$ cat config.mk
export PLATFORM = sky130hd
export DESIGN_NAME = step_pattern_sequencer
export DESIGN_NICKNAME = d
export VERILOG_FILES = /design/src/rtl/seq_pkg.sv /design/src/rtl/seq_mem.sv /design/src/rtl/step_pattern_sequencer.sv
export SDC_FILE = /design/constraint.sdc
export NUM_CORES = 1
export LEC_CHECK = 0
export ABC_AREA = 1
export CAP_MARGIN = 20
export CORE_MARGIN = 1
export CORE_UTILIZATION = 35
export DETAILED_ROUTE_END_ITERATION = 12
export PLACE_DENSITY = 0.6
export SYNTH_ARGS = -nofsm -noshare
export SYNTH_HDL_FRONTEND = slang
export SYNTH_SLANG_ARGS = --single-unit
$ cat constraint.sdc
create_clock -name div_clk -period 3.3 [get_ports div_clk]
set_clock_uncertainty 0.1 [all_clocks]
set_input_delay 0.33 -clock div_clk [delete_from_list [all_inputs] [get_ports div_clk]]
set_output_delay 0.33 -clock div_clk [all_outputs]
set_load 0.02 [all_outputs]
$ cat src/rtl/seq_pkg.sv
// Shared encodings for the step pattern sequencer: FSM states and playback directions.
package seq_pkg;
    localparam logic [1:0] ST_IDLE   = 2'b00;
    localparam logic [1:0] ST_RECORD = 2'b01;
    localparam logic [1:0] ST_PLAY   = 2'b10;

    localparam logic [1:0] DIR_FWD      = 2'b00;
    localparam logic [1:0] DIR_REV      = 2'b01;
    localparam logic [1:0] DIR_PINGPONG = 2'b10;
endpackage

$ cat src/rtl/seq_mem.sv
// Pattern storage: DEPTH x WIDTH register array, synchronous write, combinational read, no reset.
module seq_mem #(
    parameter int WIDTH  = 2,
    parameter int DEPTH  = 8,
    parameter int ADDR_W = $clog2(DEPTH)
) (
    input  logic              div_clk,
    input  logic              we,
    input  logic [ADDR_W-1:0] waddr,
    input  logic [WIDTH-1:0]  wdata,
    input  logic [ADDR_W-1:0] raddr,
    output logic [WIDTH-1:0]  rdata
);
    logic [WIDTH-1:0] mem [DEPTH];

    always_ff @(posedge div_clk) begin
        if (we) mem[waddr] <= wdata;
    end

    assign rdata = mem[raddr];
endmodule

$ cat src/rtl/step_pattern_sequencer.sv
// Records up to DEPTH patterns and replays the recorded length forward, reverse or ping-pong.
// Define SEQUENCER_LOOP_COUNT_EN to add finite pass counting (loop_count in, done pulse out).
module step_pattern_sequencer
    import seq_pkg::*;
#(
    parameter int WIDTH  = 2,
    parameter int DEPTH  = 8,
    parameter int ADDR_W = $clog2(DEPTH)
) (
    input  logic              div_clk,
    input  logic              rst,
    input  logic              cmd_rec,
    input  logic              cmd_play,
    input  logic              cmd_stop,
    input  logic [1:0]        dir,
    input  logic              wr_valid,
    input  logic [WIDTH-1:0]  wr_data,
    output logic              wr_ready,
    output logic [WIDTH-1:0]  pat_out,
    output logic [ADDR_W-1:0] step_idx,
    output logic [ADDR_W:0]   seq_len,
    output logic [1:0]        state
`ifdef SEQUENCER_LOOP_COUNT_EN
    ,
    input  logic [7:0]        loop_count,
    output logic              done
`endif
);
    localparam logic [ADDR_W:0]   LEN_ONE = 1;
    localparam logic [ADDR_W:0]   LEN_MAX = (ADDR_W+1)'(DEPTH);
    localparam logic [ADDR_W-1:0] PTR_ONE = 1;

    logic [ADDR_W-1:0] ptr, nxt_ptr, entry_ptr;
    logic              up, nxt_up, pp_up;
    logic [1:0]        dir_q;
    logic [ADDR_W:0]   last, len_nxt, last_nxt;
    logic              accept, at_last, at_first;
    logic [WIDTH-1:0]  rdata;

    assign wr_ready = (state == ST_RECORD) && (seq_len < LEN_MAX);
    assign accept   = wr_valid && wr_ready;
    assign len_nxt  = accept ? seq_len + LEN_ONE : seq_len;
    assign last     = seq_len - LEN_ONE;
    assign last_nxt = len_nxt - LEN_ONE;
    assign at_last  = ({1'b0, ptr} == last);
    assign at_first = (ptr == '0);
    // A fresh switch into ping-pong always starts heading up.
    assign pp_up     = (dir_q != DIR_PINGPONG) || up;
    assign entry_ptr = (dir == DIR_REV) ? last_nxt[ADDR_W-1:0] : '0;

    always_comb begin
        nxt_ptr = ptr;
        nxt_up  = up;
        if (seq_len == LEN_ONE) begin
            nxt_ptr = '0;
            nxt_up  = 1'b1;
        end else begin
            case (dir)
                DIR_REV: nxt_ptr = at_first ? last[ADDR_W-1:0] : ptr - PTR_ONE;
                DIR_PINGPONG: begin
                    if (pp_up) begin
                        nxt_up  = !at_last;
                        nxt_ptr = at_last ? ptr - PTR_ONE : ptr + PTR_ONE;
                    end else begin
                        nxt_up  = at_first;
                        nxt_ptr = at_first ? ptr + PTR_ONE : ptr - PTR_ONE;
                    end
                end
                default: nxt_ptr = at_last ? '0 : ptr + PTR_ONE;
            endcase
        end
    end

`ifdef SEQUENCER_LOOP_COUNT_EN
    localparam logic [ADDR_W+9:0] REM_ONE = 1;
    logic [ADDR_W+1:0] pass_len;
    logic [ADDR_W+9:0] total, rem;
    logic              infinite, finished;

    // One pass: L steps fwd/rev, 2L-2 ping-pong, and a single step when L=1.
    assign pass_len = (len_nxt == LEN_ONE) ? (ADDR_W+2)'(1) :
                      (dir == DIR_PINGPONG) ? {len_nxt, 1'b0} - (ADDR_W+2)'(2) :
                      {1'b0, len_nxt};
    assign total    = {{(ADDR_W+2){1'b0}}, loop_count} * {8'd0, pass_len};
    assign finished = !infinite && (rem == '0);
`endif

    seq_mem #(.WIDTH(WIDTH), .DEPTH(DEPTH), .ADDR_W(ADDR_W)) u_mem (
        .div_clk (div_clk),
        .we      (accept),
        .waddr   (seq_len[ADDR_W-1:0]),
        .wdata   (wr_data),
        .raddr   (ptr),
        .rdata   (rdata)
    );

    always_ff @(posedge div_clk or posedge rst) begin
        if (rst) begin
            state    <= ST_IDLE;
            seq_len  <= '0;
            pat_out  <= '0;
            step_idx <= '0;
            ptr      <= '0;
            up       <= 1'b1;
            dir_q    <= DIR_FWD;
`ifdef SEQUENCER_LOOP_COUNT_EN
            done     <= 1'b0;
            rem      <= '0;
            infinite <= 1'b0;
`endif
        end else begin
            dir_q <= dir;
`ifdef SEQUENCER_LOOP_COUNT_EN
            done  <= 1'b0;
            if ((state != ST_PLAY) && cmd_play && !cmd_stop && !cmd_rec) begin
                rem      <= total;
                infinite <= (loop_count == 8'd0);
            end
`endif
            case (state)
                ST_IDLE: begin
                    pat_out <= '0;
                    if (cmd_stop) begin
                    end else if (cmd_rec) begin
                        state   <= ST_RECORD;
                        seq_len <= '0;
                    end else if (cmd_play && seq_len != '0) begin
                        state <= ST_PLAY;
                        ptr   <= entry_ptr;
                        up    <= 1'b1;
                    end
                end
                ST_RECORD: begin
                    if (accept) begin
                        pat_out  <= wr_data;
                        step_idx <= seq_len[ADDR_W-1:0];
                    end
                    seq_len <= len_nxt;
                    if (cmd_stop) begin
                        state   <= ST_IDLE;
                        pat_out <= '0;
                    end else if (cmd_rec) begin
                        seq_len <= '0;
                    end else if (cmd_play) begin
                        if (len_nxt != '0) begin
                            state <= ST_PLAY;
                            ptr   <= entry_ptr;
                            up    <= 1'b1;
                        end else begin
                            state   <= ST_IDLE;
                            pat_out <= '0;
                        end
                    end
                end
                ST_PLAY: begin
                    if (cmd_stop) begin
                        state   <= ST_IDLE;
                        pat_out <= '0;
                    end else if (cmd_rec) begin
                        state   <= ST_RECORD;
                        seq_len <= '0;
`ifdef SEQUENCER_LOOP_COUNT_EN
                    end else if (finished) begin
                        state   <= ST_IDLE;
                        pat_out <= '0;
                        done    <= 1'b1;
`endif
                    end else begin
                        pat_out  <= rdata;
                        step_idx <= ptr;
                        ptr      <= nxt_ptr;
                        up       <= nxt_up;
`ifdef SEQUENCER_LOOP_COUNT_EN
                        if (!infinite) rem <= rem - REM_ONE;
`endif
                    end
                end
                default: state <= ST_IDLE;
            endcase
        end
    end
endmodule

==> metrics.log, run 1 <==
INFO  metric cts.htree.levels = 2
INFO  metric num_io_pins = 22
INFO  metric grt_util_all_layers = 0.179
INFO  metric final_layout_setup_total_negative_slack = 0 ns
INFO  metric yosys_warnings = 0
INFO  metric post_synth_main_area_contributors = edfxtp_1, dfrtp_1, nand2_1
INFO  metric grt-ovfl-total = 0
INFO  metric routed_wirelength_normalized_by_instance_count = 13.6 um
INFO  metric grt_antenna_before_repair = 0
INFO  metric tritoncts = yes
INFO  metric cp-endpoint = ptr[1]
INFO  metric postCtsResizedCells = 0
INFO  metric syn-num-nets = 315
INFO  metric intPower = approximately 1.1 mW
INFO  metric vias_per_cell = 5.07
INFO  metric clkSinkCount = 33
INFO  metric syn2layout_area_growth = 15.6%
INFO  metric synth_top_cells_by_count = nand2_1, inv_1, nor2_1, o21ai_0
INFO  metric wirelength = between 5 and 6 mm
INFO  metric start_util = 0.372
INFO  metric ant_nets = 0
INFO  metric syn-instance-count = roughly 290
INFO  metric grt_max_degree = 18
INFO  metric post-route-util = 0.429
INFO  metric drc = 0
INFO  metric grt_first_pass_wirelength = between 8 and 9 mm
INFO  metric synth.cell_area = roughly 2300 um^2
INFO  metric post_route_cells_drive_above_1_share = 0.0987
INFO  metric cts-root-to-sink-buffers = 2
INFO  metric place_hpwl = slightly above 4 mm
INFO  metric fp.dieArea = 6800 um^2
INFO  metric grt_setup_unrepaired = no
INFO  metric timing.critical_path.fanout_max = 14
INFO  metric critical_path.startpoint = state[1]
INFO  metric synth_enable_flop_cells = 16
INFO  metric postCtsSetupBuffers = 0
INFO  metric rows = 28
INFO  metric grt_pass1_vias = between 1,500 and 2,000
INFO  metric timing_hold_violations_final = 0
INFO  metric fin_nets = approximately 340
INFO  metric yosysUniqueCellTypes = 36
INFO  metric share_of_power_burned_in_combinational_logic = 0.531
INFO  metric fmax = around 0.4 GHz
INFO  metric ir_drop = approximately 0.00036 V
INFO  metric powerDensity = between 700 and 800 nW/um^2
INFO  metric floorplan_core_area = between 6000 and 7000 um^2
INFO  metric max-cap-violations = 0
INFO  metric cp.arrival = roughly 2.6 ns
INFO  metric ys_seq_elements = 33
INFO  metric setup_failing_eps_final = 0
INFO  metric detailedRoute.firstPassIterationCount = 4
INFO  metric ctsHoldBuffers = 0
INFO  metric vias = slightly below 2,000
INFO  metric drtIter0Drc = ~120
INFO  metric cts-buffers-inserted = 5
INFO  metric min-delay-path-class = primary input to async pin
INFO  metric synth_flop_type = edfxtp_1
INFO  metric seq_power_share = 0.310
INFO  metric final_max_slew_viol_count = 0
INFO  metric ys_async_sr_fraction = 0.515
INFO  metric rr_startpoint = state[1]
INFO  metric clkLatencyLatePin = around 0.28 ns
INFO  metric slew-limit-headroom = 0.539
INFO  metric required = between 3 and 4 ns
INFO  metric leakage = about 1.2 nW
INFO  metric synthDominantAreaCellType = edfxtp_1
INFO  metric die_y = ~82 um
INFO  metric proportion_of_power_drawn_by_the_clock_network = 0.159
INFO  metric synth-seq-area-share = 0.401
INFO  metric worstMarginPinSlew = ~0.7 ns
INFO  metric die_width = 82.4 um
INFO  metric netSwitchingFraction = 0.455
INFO  metric yosys.cell_count.top_type = nand2_1
INFO  metric worst_r2r_path_depth = 14
INFO  metric port_buffers = 21
INFO  metric run_status = completed
INFO  metric worst-setup-path-type = flop to flop
INFO  metric power.switching = 0.894 mW
INFO  metric endpoint_kind = flop
INFO  metric routabilityCongestion = ~0.90
INFO  metric cts-root-buf = clkbuf_8
INFO  metric clk_transition_reported_paths = roughly 0.070 ns
INFO  metric layout_worst_path_cycle_share = 0.768
INFO  metric timing.rr.end = ptr[1]
INFO  metric antenna_cells = 0
INFO  metric start_kind = flop
INFO  metric finalWorstPathRequiredPeriod = ~2.5 ns
INFO  metric timing.reg2reg.setup_slack = ~0.77 ns
INFO  metric post-synth-top-area-fraction = 0.212
INFO  metric syn_avg_cell_area = roughly 8 um^2
## metal layers
metal | track usage | routed length (um) | part of all wire | vias up
li1 | - | - | - | 1001
met1 | 0.245 | 2480 | 0.47 | 920
met2 | 0.284 | 2510 | 0.47 | 50
met3 | 0.0462 | 280 | 0.053 | 2
met4 | 0.0386 | 25 | 0.0047 | 0
met5 | 0 | 0 | 0 | -
## area by class of cell
class / instances / area [um^2]
sequential: 33 / 907
tap: 75 / 93.8
timing repair buffer: 21 / 210
inverter: 44 / 168
clock buffer: 8 / 90.1
fill: 645 / 3480
multi-input combinational: 208 / 1150
## cells by family (layout without fill, tap and decap cells)
logic type | Yosys count | in the layout | share of synthesized area
buffers and inverters | 50 | 73 | 0.0923
adder cells (fa/ha/maj) | 14 | 14 | 0.0773
flip-flops | 33 | 33 | 0.401
AO/OA/AOI/OAI | 55 | 55 | 0.144
XOR/XNOR | 2 | 2 | 0.0111
AND/OR/NAND/NOR | 137 | 137 | 0.275
## how the worst min path moves through the flow
stage,startpoint,endpoint,slack [ns],cells past startpoint
after CTS,rst,seq_len[1],0.39,2
after detailed placement,up,up,0.38,2
after global routing,rst,seq_len[1],0.43,2
after floorplan,rst,dir_q[0],0.16,1
after global placement,up,up,0.38,2
final,rst,seq_len[1],0.36,2
## critical path, stage by stage (launching register included)
cell and delay, ns:
dfrtp_1 0.41, inv_1 0.11, ha_1 0.35, nand3_4 0.21, nor2_1 0.13, inv_1 0.09
nand2_1 0.11, ha_1 0.18, inv_1 0.08, nor3_4 0.26, nand2_2 0.07, nand2_2 0.09
inv_2 0.05, nor2_1 0.13, a21oi_2 0.04
## flip-flops by register name (all words and copies together) (netlist names)
name	count
ptr	3
u_mem.mem	16
state	2
dir_q	2
seq_len	4
step_idx	3
up	1
pat_out	2
## cell usage in the layout, fill, tap and decap left out, drive strengths merged, types with 6 or more instances in the layout
cell	n
a21oi	15
clkbuf	8
clkdlybuf4s50	21
dfrtp	16
edfxtp	16
ha	14
inv	44
nand2	71
nand3	18
nor2	40
o21ai	22
o22ai	6
## metrics by stage
stage | setup slack (ns) | cells | total power, mW | hold slack (ns) | area (um^2)
2_1_floorplan | 0.936 | 291 | 1.38 | 0.155 | 2260
3_3_place_gp | 0.856 | 381 | 1.66 | 0.378 | 2530
3_5_place_dp | 0.789 | 381 | 1.67 | 0.376 | 2530
4_1_cts | 0.764 | 389 | 1.98 | 0.387 | 2620
5_1_grt | 0.529 | 389 | 2.15 | 0.433 | 2620
6_report | 0.766 | 389 | 1.97 | 0.358 | 2620
## power by group through the flow
stage          Sequential [mW]  Combinational (mW)  Clock [mW]
2_1_floorplan            0.613               0.768           0
6_report                 0.610                1.04       0.312
5_1_grt                  0.627                1.18       0.341
4_1_cts                  0.613                1.05       0.320
3_3_place_gp             0.619                1.04           0
3_5_place_dp             0.621                1.04           0
Note: power is estimated with default switching activity, not from simulation.
==> inputs of run 2 (changes only) <==
--- a/config.mk
+++ b/config.mk
@@ -10,7 +10,7 @@
 export CORE_MARGIN = 1
 export CORE_UTILIZATION = 35
 export DETAILED_ROUTE_END_ITERATION = 12
-export PLACE_DENSITY = 0.6
+export PLACE_DENSITY = 0.62
 export SYNTH_ARGS = -nofsm -noshare
 export SYNTH_HDL_FRONTEND = slang
 export SYNTH_SLANG_ARGS = --single-unit
==> constraint.sdc (replaced) <==
create_clock -name div_clk -period 2.3 [get_ports div_clk]
set_clock_uncertainty 0.1 [all_clocks]
set_input_delay 0.23 -clock div_clk [delete_from_list [all_inputs] [get_ports div_clk]]
set_output_delay 0.23 -clock div_clk [all_outputs]
set_load 0.02 [all_outputs]
==> metrics.log, run 2 (same netlist as run 1, synthesis figures left out) <==
INFO  metric layout.area.seq = 910 um^2 (+0.28%)
INFO  metric min-delay-path-class = primary input to async pin
INFO  metric placed_cell_area = 2610 um^2 (+3.1%)
INFO  metric cts-root-to-sink-buffers = 2 (unchanged)
INFO  metric place_hpwl = 4.25 mm (+3.7%)
INFO  metric setup_failing_eps_final = 0 (unchanged)
INFO  metric slew-limit-headroom = 0.529 (-0.0104)
INFO  metric die_width = 82.4 um (unchanged)
INFO  metric post-route-util = 0.447 (+0.0181)
INFO  metric num_io_pins = 22 (unchanged)
INFO  metric leakage = 1.21 nW (+5.0%)
INFO  metric powerDensity = 1100 nW/um^2 (+47%)
INFO  metric place_worst_setup_slack = 0.0714 ns (-0.718 ns)
INFO  metric intPower = 1.67 mW (+56%)
INFO  metric fin_area = 2730 um^2 (+4.2%)
INFO  metric multi_input_comb_area = 1170 um^2 (+1.5%)
INFO  metric clk_transition_reported_paths = 0.07 ns (about the same)
INFO  metric postCtsSetupBuffers = 0 (unchanged)
INFO  metric grt_pass1_vias = 1,800 (+0.95%)
INFO  metric grt_setup_unrepaired = no
INFO  metric routed_wirelength_normalized_by_instance_count = 13.8 um (+1.7%)
INFO  metric timing_hold_violations_final = 0 (unchanged)
INFO  metric critPathTopFamily = simple AND/OR/NAND/NOR gates
INFO  metric layoutNonFillerInstCount = 399 (+2.6%)
INFO  metric cp_num_buf_inv = 4 (unchanged)
INFO  metric finalWorstPathRequiredPeriod = 2.10 ns (-0.435 ns)
INFO  metric syn2layout_area_growth = 20.4%
INFO  metric final_max_slew_viol_count = 0 (unchanged)
INFO  metric cts-root-buf = clkbuf_8
INFO  metric required = 2.36 ns (-1.01 ns)
INFO  metric largestRegisters = u_mem.mem x16, seq_len x4
INFO  metric total_power = 3.01 mW (+53%)
INFO  metric final_layout_setup_total_negative_slack = 0 ns (unchanged)
INFO  metric grt-ovfl-total = 0 (unchanged)
INFO  metric grt_max_degree = 18 (unchanged)
INFO  metric power.switching = 1.33 mW (+49%)
INFO  metric start_kind = flop
INFO  metric start_util = 0.372 (unchanged)
INFO  metric die_y = 82.4 um (unchanged)
INFO  metric floorplan_core_area = 6100 um^2 (unchanged)
INFO  metric largest_register_ffs = 16 (unchanged)
INFO  metric netSwitchingFraction = 0.443 (-0.0118)
INFO  metric tritoncts = yes
INFO  metric ir_drop = 0.000633 V (+78%)
INFO  metric timing.critical_path.fanout_max = 7 (-7)
INFO  metric critPathMaxStageDelay = 0.43 ns (+0.02 ns)
INFO  metric final.fill_count = 634 (-1.7%)
INFO  metric final_common_cell = nand2_1
INFO  metric antenna_cells = 0 (unchanged)
INFO  metric endpoint_kind = flop
INFO  metric placedCellCount = 391 (+2.6%)
INFO  metric proportion_of_power_drawn_by_the_clock_network = 0.174 (+0.015)
INFO  metric cts.htree.levels = 2 (unchanged)
INFO  metric drtIter0Drc = 133 (+9.9%)
INFO  metric run_status = completed
INFO  metric ctsHoldBuffers = 0 (unchanged)
INFO  metric port_buffers = 21 (unchanged)
INFO  metric grt_util_all_layers = 0.179 (about the same)
INFO  metric clkLatencyLatePin = 0.28 ns (about the same)
INFO  metric fin_nets = 347 (+3.0%)
INFO  metric final_cell_mix = nand2_1, inv_1, nor2_1, clkdlybuf4s50_1, o21ai_0
INFO  metric fmax = 0.476 GHz (+21%)
INFO  metric detailedRoute.firstPassIterationCount = 4 (unchanged)
INFO  metric vias_per_cell = 5.03 (-0.83%)
INFO  metric ant_nets = 0 (unchanged)
INFO  metric cp.arrival = 2.16 ns (-0.44 ns)
INFO  metric worst-setup-path-type = flop to flop
INFO  metric cts-buffers-inserted = 5 (unchanged)
INFO  metric wirelength = 5.52 mm (+4.3%)
INFO  metric seq_power_share = 0.273 (-0.037)
INFO  metric largest-register = u_mem.mem
INFO  metric rows = 28 (unchanged)
INFO  metric cpMaxStageDelayCell = dfrtp_2
INFO  metric layout_worst_path_cycle_share = 0.912 (+0.145)
INFO  metric post_route_cells_drive_above_1_share = 0.142 (+0.0432)
INFO  metric routabilityCongestion = 0.900 (+0.26%)
INFO  metric worstMarginPinSlew = 0.706 ns (+0.0156 ns)
INFO  metric vias = 2,007 (+1.7%)
INFO  metric clkSinkCount = 33 (unchanged)
INFO  metric drc = 0 (unchanged)
INFO  metric fp.dieArea = 6800 um^2 (unchanged)
INFO  metric share_of_power_burned_in_combinational_logic = 0.552 (+0.021)
INFO  metric grt_first_pass_wirelength = 8.98 mm (+0.85%)
INFO  metric max-cap-violations = 0 (unchanged)
INFO  metric fin_worst_hold_slack = 0.259 ns (-0.0991 ns)
INFO  metric grt_antenna_before_repair = 0 (unchanged)
INFO  metric cp_cell_sequence = inv_2 -> ha_4 -> nand3_4 -> nor2_1 -> inv_1 -> nand2_1 -> ha_1 -> inv_1 -> nor3_4 -> nand2_2 -> nand2_2 -> inv_2 -> nor2_1 -> a21oi_2
INFO  metric final_critical_path_setup_slack = 0.201 ns (-0.565 ns)
run 2: routing by layer:
| layer | vias to the layer above | global-route usage | wire (um) |
|---|---|---|---|
| li1 | 1025 | - | - |
| met1 | 919 | 0.253 | 2630 |
| met2 | 59 | 0.284 | 2570 |
| met3 | 4 | 0.0319 | 290 |
| met4 | 0 | 0.0404 | 35 |
| met5 | - | 0 | 0 |
run 2: repair_timing:
| item | 4_1_cts | 5_1_grt |
|---|---|---|
| resized for setup | 1 | 4 |
| setup endpoints to repair | 1 | 7 |
| pin swaps | 0 | 1 |
run 2: cell type report:
class | instances | share of cell area
tap | 75 | 0.0344
clock buffer | 6 | 0.0266
clock inverter | 2 | 0.0124
inverter | 44 | 0.0615
timing repair buffer | 31 | 0.104
sequential | 33 | 0.333
multi-input combinational | 208 | 0.428
run 2: power by group through the flow:
| stage | Sequential (mW) | Clock, mW | Combinational [mW] |
|---|---|---|---|
| after CTS | 0.817 | 0.532 | 1.65 |
| after global placement | 0.826 | 0 | 1.65 |
| final | 0.821 | 0.524 | 1.66 |
| after floorplan | 0.882 | 0 | 1.10 |
| after detailed placement | 0.829 | 0 | 1.65 |
| after global routing | 0.836 | 0.563 | 1.86 |
run 2: final timing paths:
check                      slack, ns  depth (start not counted)  endpoint  startpoint
min reg2reg                     0.38                          2        up          up
max                             0.20                         14    ptr[2]    state[1]
min in group div_clk            0.35                          1  dir_q[0]      dir[0]
max reg2reg                     0.20                         14    ptr[2]    state[1]
min                             0.26                          2  dir_q[1]         rst
max in group asynchronous       1.35                          2  state[0]         rst
